## config.mk

```make
export PLATFORM = sky130hd
export DESIGN_NAME = set_host
export DESIGN_NICKNAME = d
export VERILOG_FILES = /design/src/rtl/set_pkg.sv /design/src/rtl/set_cmd_fifo.sv /design/src/rtl/set_host.sv
export SDC_FILE = /design/constraint.sdc
export NUM_CORES = 1
export LEC_CHECK = 0
export CAP_MARGIN = 25
export CORE_MARGIN = 5
export CORE_UTILIZATION = 40
export CTS_CLUSTER_SIZE = 25
export DETAILED_ROUTE_END_ITERATION = 10
export GPL_TIMING_DRIVEN = 0
export SLEW_MARGIN = 20
export SYNTH_ARGS = -nofsm -noshare
export SYNTH_HDL_FRONTEND = slang
export SYNTH_SLANG_ARGS = --single-unit
export TNS_END_PERCENT = 1
```

## constraint.sdc

```tcl
create_clock -name clk -period 5.4 [get_ports clk]
set_input_delay 1.08 -clock clk [delete_from_list [all_inputs] [get_ports clk]]
set_output_delay 1.08 -clock clk [all_outputs]
set_load 0.01 [all_outputs]
```

## src/rtl/set_pkg.sv

```systemverilog
// Shared types and constants for the SET engine host.
// Mode encodings, field widths, host FSM states and the command bundle.
package set_pkg;

  localparam logic [1:0] MODE_A   = 2'd0;
  localparam logic [1:0] MODE_AND = 2'd1;
  localparam logic [1:0] MODE_XOR = 2'd2;

  localparam int CENTRAL_W = 24;
  localparam int RADIUS_W  = 12;
  localparam int COUNT_W   = 8;

  // Widest tag a host instance may use; the command bundle carries
  // this many bits and each instance uses only its low TAG_W bits.
  localparam int TAG_MAX_W = 16;

  typedef enum logic {
    IDLE,
    WAIT
  } state_t;

  typedef struct packed {
    logic [CENTRAL_W-1:0] central;
    logic [RADIUS_W-1:0]  radius;
    logic [1:0]           mode;
    logic [TAG_MAX_W-1:0] tag;
  } cmd_t;

  function automatic cmd_t pack_cmd(
    input logic [CENTRAL_W-1:0] central,
    input logic [RADIUS_W-1:0]  radius,
    input logic [1:0]           mode,
    input logic [TAG_MAX_W-1:0] tag
  );
    cmd_t c;
    c.central = central;
    c.radius  = radius;
    c.mode    = mode;
    c.tag     = tag;
    return c;
  endfunction

endpackage

```

## src/rtl/set_cmd_fifo.sv

```systemverilog
// Synchronous command FIFO holding cmd_t entries for the SET host.
// Ports: clk/rst, push_i+data_i, pop_i, data_o (head), full_o, empty_o.
module set_cmd_fifo
  import set_pkg::*;
#(
  parameter int DEPTH = 4
) (
  input  logic clk,
  input  logic rst,
  input  logic push_i,
  input  cmd_t data_i,
  input  logic pop_i,
  output cmd_t data_o,
  output logic full_o,
  output logic empty_o
);

  localparam int AW = $clog2(DEPTH);

  cmd_t mem_q [DEPTH];

  // Pointers carry one extra wrap bit so full and empty differ
  // only in that bit and wrap-around needs no special casing.
  logic [AW:0] wr_q, wr_d;
  logic [AW:0] rd_q, rd_d;
  logic        push_ok;
  logic        pop_ok;

  assign empty_o = (wr_q == rd_q);
  assign full_o  = (wr_q[AW] != rd_q[AW]) &&
                   (wr_q[AW-1:0] == rd_q[AW-1:0]);

  assign push_ok = push_i & ~full_o;
  assign pop_ok  = pop_i & ~empty_o;

  assign data_o = mem_q[rd_q[AW-1:0]];

  always_comb begin
    wr_d = wr_q;
    rd_d = rd_q;
    if (push_ok) wr_d = wr_q + (AW+1)'(1);
    if (pop_ok)  rd_d = rd_q + (AW+1)'(1);
  end

  always_ff @(posedge clk) begin
    if (rst) begin
      wr_q <= '0;
      rd_q <= '0;
    end else begin
      wr_q <= wr_d;
      rd_q <= rd_d;
    end
  end

  always_ff @(posedge clk) begin
    if (push_ok) mem_q[wr_q[AW-1:0]] <= data_i;
  end

endmodule

```

## src/rtl/set_host.sv

```systemverilog
// Command initiator for one SET engine: queues tagged queries, issues
// them one at a time, applies a watchdog and returns tagged counts.
// Ports: cmd_* (upstream valid/ready), en/central/radius/mode/busy/
// valid/candidate (engine), res_* (downstream valid/ready), idle.
module set_host
  import set_pkg::*;
#(
  parameter int DEPTH   = 4,
  parameter int TIMEOUT = 80,
  parameter int TAG_W   = 4
) (
  input  logic                 clk,
  input  logic                 rst,
  input  logic                 cmd_valid,
  output logic                 cmd_ready,
  input  logic [CENTRAL_W-1:0] cmd_central,
  input  logic [RADIUS_W-1:0]  cmd_radius,
  input  logic [1:0]           cmd_mode,
  input  logic [TAG_W-1:0]     cmd_tag,
  output logic                 en,
  output logic [CENTRAL_W-1:0] central,
  output logic [RADIUS_W-1:0]  radius,
  output logic [1:0]           mode,
  input  logic                 busy,
  input  logic                 valid,
  input  logic [COUNT_W-1:0]   candidate,
  output logic                 res_valid,
  input  logic                 res_ready,
  output logic [COUNT_W-1:0]   res_candidate,
  output logic [TAG_W-1:0]     res_tag,
  output logic                 res_timeout,
  output logic                 idle
);

  localparam int TMR_W = $clog2(TIMEOUT + 1);
  localparam logic [TMR_W-1:0] TMR_LAST = TMR_W'(TIMEOUT - 1);
  localparam logic [TMR_W-1:0] TMR_MAX  = TMR_W'(TIMEOUT);

  state_t               state_q, state_d;
  logic                 en_q, en_d;
  logic [CENTRAL_W-1:0] central_q, central_d;
  logic [RADIUS_W-1:0]  radius_q, radius_d;
  logic [1:0]           mode_q, mode_d;
  logic [TAG_W-1:0]     tag_q, tag_d;
  logic [TMR_W-1:0]     timer_q, timer_d;
  logic                 res_valid_q, res_valid_d;
  logic [COUNT_W-1:0]   res_cand_q, res_cand_d;
  logic [TAG_W-1:0]     res_tag_q, res_tag_d;
  logic                 res_tout_q, res_tout_d;

  cmd_t push_cmd;
  cmd_t head;
  logic fifo_full;
  logic fifo_empty;
  logic fifo_push;
  logic can_issue;
  logic unused_tag;

  assign push_cmd = pack_cmd(cmd_central, cmd_radius, cmd_mode,
                             TAG_MAX_W'(cmd_tag));

  assign fifo_push = cmd_valid & ~fifo_full;
  assign cmd_ready = ~fifo_full;

  // Issue only when the engine is free and the result slot is free
  // or being emptied this cycle, so a result is never overwritten.
  assign can_issue = (state_q == IDLE) & ~fifo_empty & ~busy &
                     (~res_valid_q | res_ready);

  set_cmd_fifo #(
    .DEPTH (DEPTH)
  ) u_fifo (
    .clk     (clk),
    .rst     (rst),
    .push_i  (fifo_push),
    .data_i  (push_cmd),
    .pop_i   (can_issue),
    .data_o  (head),
    .full_o  (fifo_full),
    .empty_o (fifo_empty)
  );

  // Only the low TAG_W bits of the stored tag are meaningful.
  assign unused_tag = ^head.tag;

  always_comb begin
    state_d     = state_q;
    en_d        = 1'b0;
    central_d   = central_q;
    radius_d    = radius_q;
    mode_d      = mode_q;
    tag_d       = tag_q;
    timer_d     = timer_q;
    res_valid_d = res_valid_q;
    res_cand_d  = res_cand_q;
    res_tag_d   = res_tag_q;
    res_tout_d  = res_tout_q;

    if (res_ready) res_valid_d = 1'b0;

    unique case (state_q)
      IDLE: begin
        // A late or spurious engine valid is ignored here.
        if (can_issue) begin
          central_d = head.central;
          radius_d  = head.radius;
          mode_d    = head.mode;
          tag_d     = head.tag[TAG_W-1:0];
          en_d      = 1'b1;
          timer_d   = '0;
          state_d   = WAIT;
        end
      end
      WAIT: begin
        if (timer_q != TMR_MAX) timer_d = timer_q + TMR_W'(1);
        // A real result beats the watchdog in the same cycle.
        if (valid) begin
          res_cand_d  = candidate;
          res_tag_d   = tag_q;
          res_tout_d  = 1'b0;
          res_valid_d = 1'b1;
          state_d     = IDLE;
        end else if (timer_q == TMR_LAST) begin
          res_cand_d  = '0;
          res_tag_d   = tag_q;
          res_tout_d  = 1'b1;
          res_valid_d = 1'b1;
          state_d     = IDLE;
        end
      end
    endcase
  end

  always_ff @(posedge clk) begin
    if (rst) begin
      state_q     <= IDLE;
      en_q        <= 1'b0;
      central_q   <= '0;
      radius_q    <= '0;
      mode_q      <= '0;
      tag_q       <= '0;
      timer_q     <= '0;
      res_valid_q <= 1'b0;
      res_cand_q  <= '0;
      res_tag_q   <= '0;
      res_tout_q  <= 1'b0;
    end else begin
      state_q     <= state_d;
      en_q        <= en_d;
      central_q   <= central_d;
      radius_q    <= radius_d;
      mode_q      <= mode_d;
      tag_q       <= tag_d;
      timer_q     <= timer_d;
      res_valid_q <= res_valid_d;
      res_cand_q  <= res_cand_d;
      res_tag_q   <= res_tag_d;
      res_tout_q  <= res_tout_d;
    end
  end

  assign en            = en_q;
  assign central       = central_q;
  assign radius        = radius_q;
  assign mode          = mode_q;
  assign res_valid     = res_valid_q;
  assign res_candidate = res_cand_q;
  assign res_tag       = res_tag_q;
  assign res_timeout   = res_tout_q;
  assign idle          = (state_q == IDLE) & fifo_empty & ~res_valid_q;

endmodule

```

==> results.sh <==
export IMPL_synth_seq_cells=239
export IMPL_power_mw=4.71
export IMPL_path_clk_slew_ps=60
export IMPL_rsz0062_at_grt="no"
export IMPL_slowest_delay_ps=570
export IMPL_cp_required_ps=4320
export IMPL_core_um2=21800
export IMPL_highest_layer="met4"
export IMPL_grt_pass1_wl_um=29300
export IMPL_hp_class="reg2reg"
export IMPL_hold_path_end="central[15]"
export IMPL_leakage_nw=3.67
export IMPL_maxSlewViolCount=0
export IMPL_grt_max_degree=44
export IMPL_first_pass_iters=4
export IMPL_overflow=0
export IMPL_power_frac_seq=0.456
export IMPL_period_share=0.619
export IMPL_crit_chain="buf_2 -> xor2_2 -> nor2_1 -> nand2_1 -> nor3_1 -> clkdlybuf4s50_1"
export IMPL_ys_seq_area_frac=0.727
export IMPL_synth_common_cells="168 x edfxtp_1, 94 x nand2_1, 71 x dfxtp_1"
export IMPL_clkLatencyLatePin_ps=520
export IMPL_crit_slowest_cell="clkdlybuf4s50_1"
export IMPL_wl_met2_um=9260
export IMPL_ctsHtreeMaxLevel=1
export IMPL_fmax_mhz=299
export IMPL_slew_headroom=0.516
export IMPL_internal_power_mw=3.58
export IMPL_cp_arrival_ps=2260
export IMPL_portBuffers=110
export IMPL_async_flop_share=0
export IMPL_ys_top_cells_by_area="edfxtp_1 57%, dfxtp_1 16%, mux4_2 11%"
export IMPL_synth_most_common_cell="edfxtp_1"
export IMPL_rows=54
export IMPL_yosys_area_top_type="edfxtp_1"
export IMPL_gr_usage_all_layers=0.145
export IMPL_syn2layout_area_growth_pct=26.4
export IMPL_drt_total_wl_um=18900
export IMPL_syn_cell_area_um2=8890
export IMPL_drive_above_1_share=0.169
export IMPL_syn_area_per_cell_um2=16.2
export IMPL_fin_nets=748
export IMPL_ys_warn_count=0
export IMPL_whs_ps=452
export IMPL_status="finished clean"
export IMPL_startpoint_type="flip-flop"
export IMPL_die_y_um=159
export IMPL_dpl_hpwl_um=11900
export IMPL_setup_viol=0
export IMPL_drt_iter0_drc=250
export IMPL_syn_inst=547
export IMPL_post_cts_setup_buffers=0
export IMPL_synth_cell_types=40
export IMPL_r2r_end="u_fifo.mem_q[2][8]"
export IMPL_drc=0
export IMPL_skew_ps=17.1
export IMPL_antenna_found_initial=0
export IMPL_yosysTopAreaCellShare=0.568
export IMPL_wl_met1_um=8000
export IMPL_clockBufferDepth=3
export IMPL_switching_share=0.241
export IMPL_fin_setup_tns_ps=0
export IMPL_tightest_slew_ps=726
export IMPL_vias=5074
export IMPL_rr_startpoint="u_fifo.rd_q[1]"
export IMPL_gp_congestion=0.790
export IMPL_critPathBufInv=2
export IMPL_clkPwrFrac=0.382
export IMPL_grt_pass1_vias=5339
export IMPL_die_area_um2=25300
export IMPL_route_antenna_remaining_nets=0
export IMPL_critPathKind="reg2out"
export IMPL_hold_buffers=0
export IMPL_syn_num_nets=610
export IMPL_peakVddDrop_v=0.000227
export IMPL_post_cts_resized=0
export IMPL_hp_start="central[15]"
export IMPL_crit_family="buffers and inverters"
export IMPL_period_minus_slack_ps=3340
export IMPL_diodes=0
export IMPL_maxCapViolCount=0
export IMPL_r2r_setup_slack_ps=3120
export IMPL_end_kind="primary output"
export IMPL_synth_edf_count=168
export IMPL_p_sw_mw=1.14
export IMPL_wl_per_cell_um=19.2
export IMPL_whs_path_depth=2
export IMPL_hold_viol=0
export IMPL_numClockSinks=239
export IMPL_synth_ff_type="edfxtp_1"
export IMPL_cts_made_buffers=26
export IMPL_p_comb_frac=0.162
export IMPL_cts_tree="done"
export IMPL_cts_root_buf="clkbuf_16"
export IMPL_dr_wl_met3_um=1170
export IMPL_r2r_cells=4
export IMPL_p_per_area_nw_per_um2=420
export IMPL_dieWidth_um=159
export IMPL_crit_fanout=8
export IMPL_io_pin_count=111
export IMPL_start_util=0.407
export IMPL_viasPerCell=5.15
==> power groups by stage <==
stage | Combinational, mW | Sequential (mW) | Clock, mW
5_1_grt | 0.836 | 2.17 | 1.91
4_1_cts | 0.784 | 2.15 | 1.84
6_report | 0.764 | 2.15 | 1.80
3_5_place_dp | 0.780 | 2.19 | 0
2_1_floorplan | 0.449 | 2.20 | 0
3_3_place_gp | 0.768 | 2.19 | 0
==> sequential cells by signal, indices dropped and copies added, names as in the netlist <==
| signal | flops |
|---|---|
| res_valid | 1 |
| u_fifo.rd_q | 3 |
| mode | 2 |
| res_timeout | 1 |
| timer_q | 7 |
| central | 24 |
| en | 1 |
| tag_q | 4 |
| res_candidate | 8 |
| state_q | 1 |
| u_fifo.wr_q | 3 |
| u_fifo.mem_q | 168 |
| radius | 12 |
| res_tag | 4 |
==> worst min-delay path, delay by kind of cell (launching register included) <==
family | cells | cell delay (ps)
AO/OA/AOI/OAI | 1 | 50
flip-flops | 1 | 310
AND/OR/NAND/NOR | 1 | 50
==> final cells by class <==
class | count | area, um^2
Inverter | 7 | 26.3
Clock inverter | 15 | 185
Tap cell | 280 | 350
Clock buffer | 33 | 698
Sequential cell | 239 | 6470
Timing Repair Buffer | 110 | 1100
Fill cell | 1860 | 10600
Multi-Input combinational cell | 272 | 2230
Buffer | 29 | 173
==> routing by layer <==
metal | vias to the layer above | GRT usage
met2 | 145 | 0.246
met4 | 0 | 0.0353
met5 | - | 0
li1 | 2352 | -
met1 | 2542 | 0.188
met3 | 35 | 0.0373
==> kinds of logic after synthesis <==
kind of cell               synth area share
adders and majority gates           0.00985
xor gates and xnor gates            0.00760
muxes                                 0.108
DFF                                   0.727
and+or+nand+nor                      0.0628
AOI/OAI and AO/OA                    0.0624
buffers and inverters                0.0224
==> worst max-delay path by stage <==
stage	from	end	slack [ps]	cells after the start
finish	u_fifo.rd_q[1]	idle	2060	6
global route	u_fifo.rd_q[1]	idle	1910	6
floorplan	cmd_valid	u_fifo.mem_q[3][0]	2610	2
global placement	cmd_valid	u_fifo.wr_q[2]	1130	4
CTS	u_fifo.rd_q[1]	idle	2020	6
detailed placement	cmd_valid	u_fifo.mem_q[2][6]	2430	3
==> per-stage QoR <==
step / setup slack, ps / cells / util / area [um^2]
floorplan: 2610 / 547 / - / 8890
global placement: 1130 / 937 / 0.474 / 10300
detailed placement: 2430 / 937 / 0.474 / 10300
CTS: 2020 / 985 / 0.515 / 11200
global route: 1910 / 985 / 0.515 / 11200
finish: 2060 / 985 / 0.515 / 11200
==> cells in the final DEF (no fill, tap or decap), types with 6 or more instances in the layout <==
master / n
clkdlybuf4s50_1: 110
inv_1: 7
a21oi_1: 55
nor2_1: 10
o21ai_0: 7
buf_2: 12
a22o_1: 8
clkbuf_1: 13
ha_1: 7
nand2_1: 94
clkinv_2: 6
mux4_2: 42
edfxtp_1: 168
nand3_1: 12
clkbuf_16: 27
dfxtp_1: 71
(Power assumes the default switching activity.)
==> variant: new RTL, config.mk and constraints unchanged <==
Add an input register stage for `cmd_mode`, cleared by the reset; this delays it by one clock. The other inputs are not delayed to match.
--- a/src/rtl/set_host.sv
+++ b/src/rtl/set_host.sv
@@ -36,6 +36,16 @@
   localparam logic [TMR_W-1:0] TMR_LAST = TMR_W'(TIMEOUT - 1);
   localparam logic [TMR_W-1:0] TMR_MAX  = TMR_W'(TIMEOUT);
 
+  logic [1:0] cmd_mode_q;
+
+  always_ff @(posedge clk) begin
+    if (rst) begin
+      cmd_mode_q <= '0;
+    end else begin
+      cmd_mode_q <= cmd_mode;
+    end
+  end
+
   state_t               state_q, state_d;
   logic                 en_q, en_d;
   logic [CENTRAL_W-1:0] central_q, central_d;
@@ -56,7 +66,7 @@
   logic can_issue;
   logic unused_tag;
 
-  assign push_cmd = pack_cmd(cmd_central, cmd_radius, cmd_mode,
+  assign push_cmd = pack_cmd(cmd_central, cmd_radius, cmd_mode_q,
                              TAG_MAX_W'(cmd_tag));
 
   assign fifo_push = cmd_valid & ~fifo_full;
Behaviour: not the same (a bounded check fails within 4 cycles, from zero or initial values and one cycle with rst high).
==> variant against the original RTL <==
  * First-iteration DRC count is 5.6% lower
  * Power is 2.1% higher
  * Hold slack improved by 2.7 ps
  * Critical path depth is the same
  * Setup slack better by 51 ps
  * Cell area is 0.81% higher
  * Synthesized area increased by 0.66%
  * Sequential cell count is 2 higher
  * Routed wire length is 1.9% higher
  * Utilization increased by 0.099 points
==> variant: results (changes against the original RTL) <==
final.fill_count: 1780  # -4.3%
dpl.hpwl_microns: 11800  # -1.0%
synth-compound-area-share_pct: 6.19  # -0.041 points
crit-reg2reg-capture: "u_fifo.mem_q[3][19]$_DFFE_PP_"
post_place_instance_area_sq_um: 10400  # +0.57%
grt_usage_pct: 15.0  # +0.46 points
post_cts.repair.setup_buffers: 0  # unchanged
outcome: "complete, no violations"
synth_fa_ha_area_share_pct: 0.979  # -0.0065 points
netlist_instances: 551  # +0.73%
hold_endpoint: "central[9]$_SDFFE_PP0P_"
clkSlewWorstSetupHoldPaths_ps: 60  # about the same
grt_first_pass_wirelength_microns: 29800  # +1.7%
finalClockSkew_ps: 10.3  # -6.84 ps
synth.cells.most_frequent: "168 x sky130_fd_sc_hd__edfxtp_1, 94 x sky130_fd_sc_hd__nand2_1, 73 x sky130_fd_sc_hd__dfxtp_1"
yosys-mux-area-fraction_pct: 10.7  # -0.071 points
post-place-ws_ps: 2280  # -145 ps
largest_reg_flops: 168  # unchanged
nNetsFinal: 752  # +0.53%
pin_count_of_the_biggest_net_entering_global_routing: 44  # unchanged
maximum_operating_frequency_ghz: 0.304  # +1.6%
drt_first_iter_violations: 236  # -5.6%
final_instance_count_excl_fillers: 989  # +0.41%
clock_insertion_delay_at_the_later_pin_of_the_skew_report_ps: 520  # about the same
synthTopCellsByArea: "sky130_fd_sc_hd__edfxtp_1 56%, sky130_fd_sc_hd__dfxtp_1 16%, sky130_fd_sc_hd__mux4_2 11%"
synth_sequential_area_ratio_pct: 72.7  # about the same
hold_ws_ps: 455  # +2.69 ps
place_inst: 941  # +0.43%
layout-drive-gt1-share_pct: 15.5  # -1.4 points
cellLeakagePower_nw: 3.70  # +0.70%
hold_startpoint: "central[9]$_SDFFE_PP0P_"
routabilityCongestion: 0.740  # -6.3%
number_of_global_route_vias_before_repair: 5340  # +0.019%
critical_path.max_fanout: 8  # unchanged
mappedNetlistNets: 614  # +0.66%
syn2layout_area_growth_pct: 26.6
max-vdd-ir-drop_v: 0.000200  # -12%
tightest_slew_ps: 834  # +108 ps
avgRoutedWirePerCell_microns: 19.5  # +1.5%
via_count: 5047  # -0.53%
yosys.area_share.xor_xnor_pct: 0.755  # -0.0050 points
cp_data_arrival_time_ps: 2210  # -50 ps
[variant: cell types whose count changed after synthesis]
cell	before	now
sky130_fd_sc_hd__buf_4	5	2
sky130_fd_sc_hd__nor2b_1	0	2
sky130_fd_sc_hd__dfxtp_1	71	73
sky130_fd_sc_hd__buf_1	1	0
sky130_fd_sc_hd__buf_2	12	8
sky130_fd_sc_hd__clkbuf_1	7	12
sky130_fd_sc_hd__buf_6	4	7
[variant: layer usage]
metal	routed length [microns]	vias to the layer above	part of all wire [%]	global-route usage [%]
li1	-	2365	-	-
met1	8320	2516	43	19.1
met4	417	0	2.2	3.94
met5	0	-	0	0
met2	9610	135	50	26.2
met3	899	31	4.7	3.00
[variant: critical path: stages (launching register included)]
cell and delay [ps]:
sky130_fd_sc_hd__dfxtp_1 330, sky130_fd_sc_hd__buf_2 250, sky130_fd_sc_hd__xor2_2 160, sky130_fd_sc_hd__nor2_1 160
sky130_fd_sc_hd__nand2_1 80, sky130_fd_sc_hd__nor3_1 140, sky130_fd_sc_hd__clkdlybuf4s50_1 580
[variant: where the power goes]
| part | total [mW] | switching [mW] | internal, mW |
|---|---|---|---|
| Clock | 1.87 | 0.684 | 1.19 |
| Combinational | 0.773 | 0.394 | 0.378 |
| Sequential | 2.17 | 0.0574 | 2.11 |
| Total | 4.81 | 1.14 | 3.68 |
[variant: layout make-up]
cell class | instances | area share, %
Tap cell | 280 | 3.09
Clock inverter | 14 | 1.99
Multi-Input combinational cell | 274 | 19.8
Inverter | 7 | 0.232
Timing Repair Buffer | 110 | 9.72
Buffer | 29 | 1.58
Clock buffer | 34 | 6.10
Sequential cell | 241 | 57.5
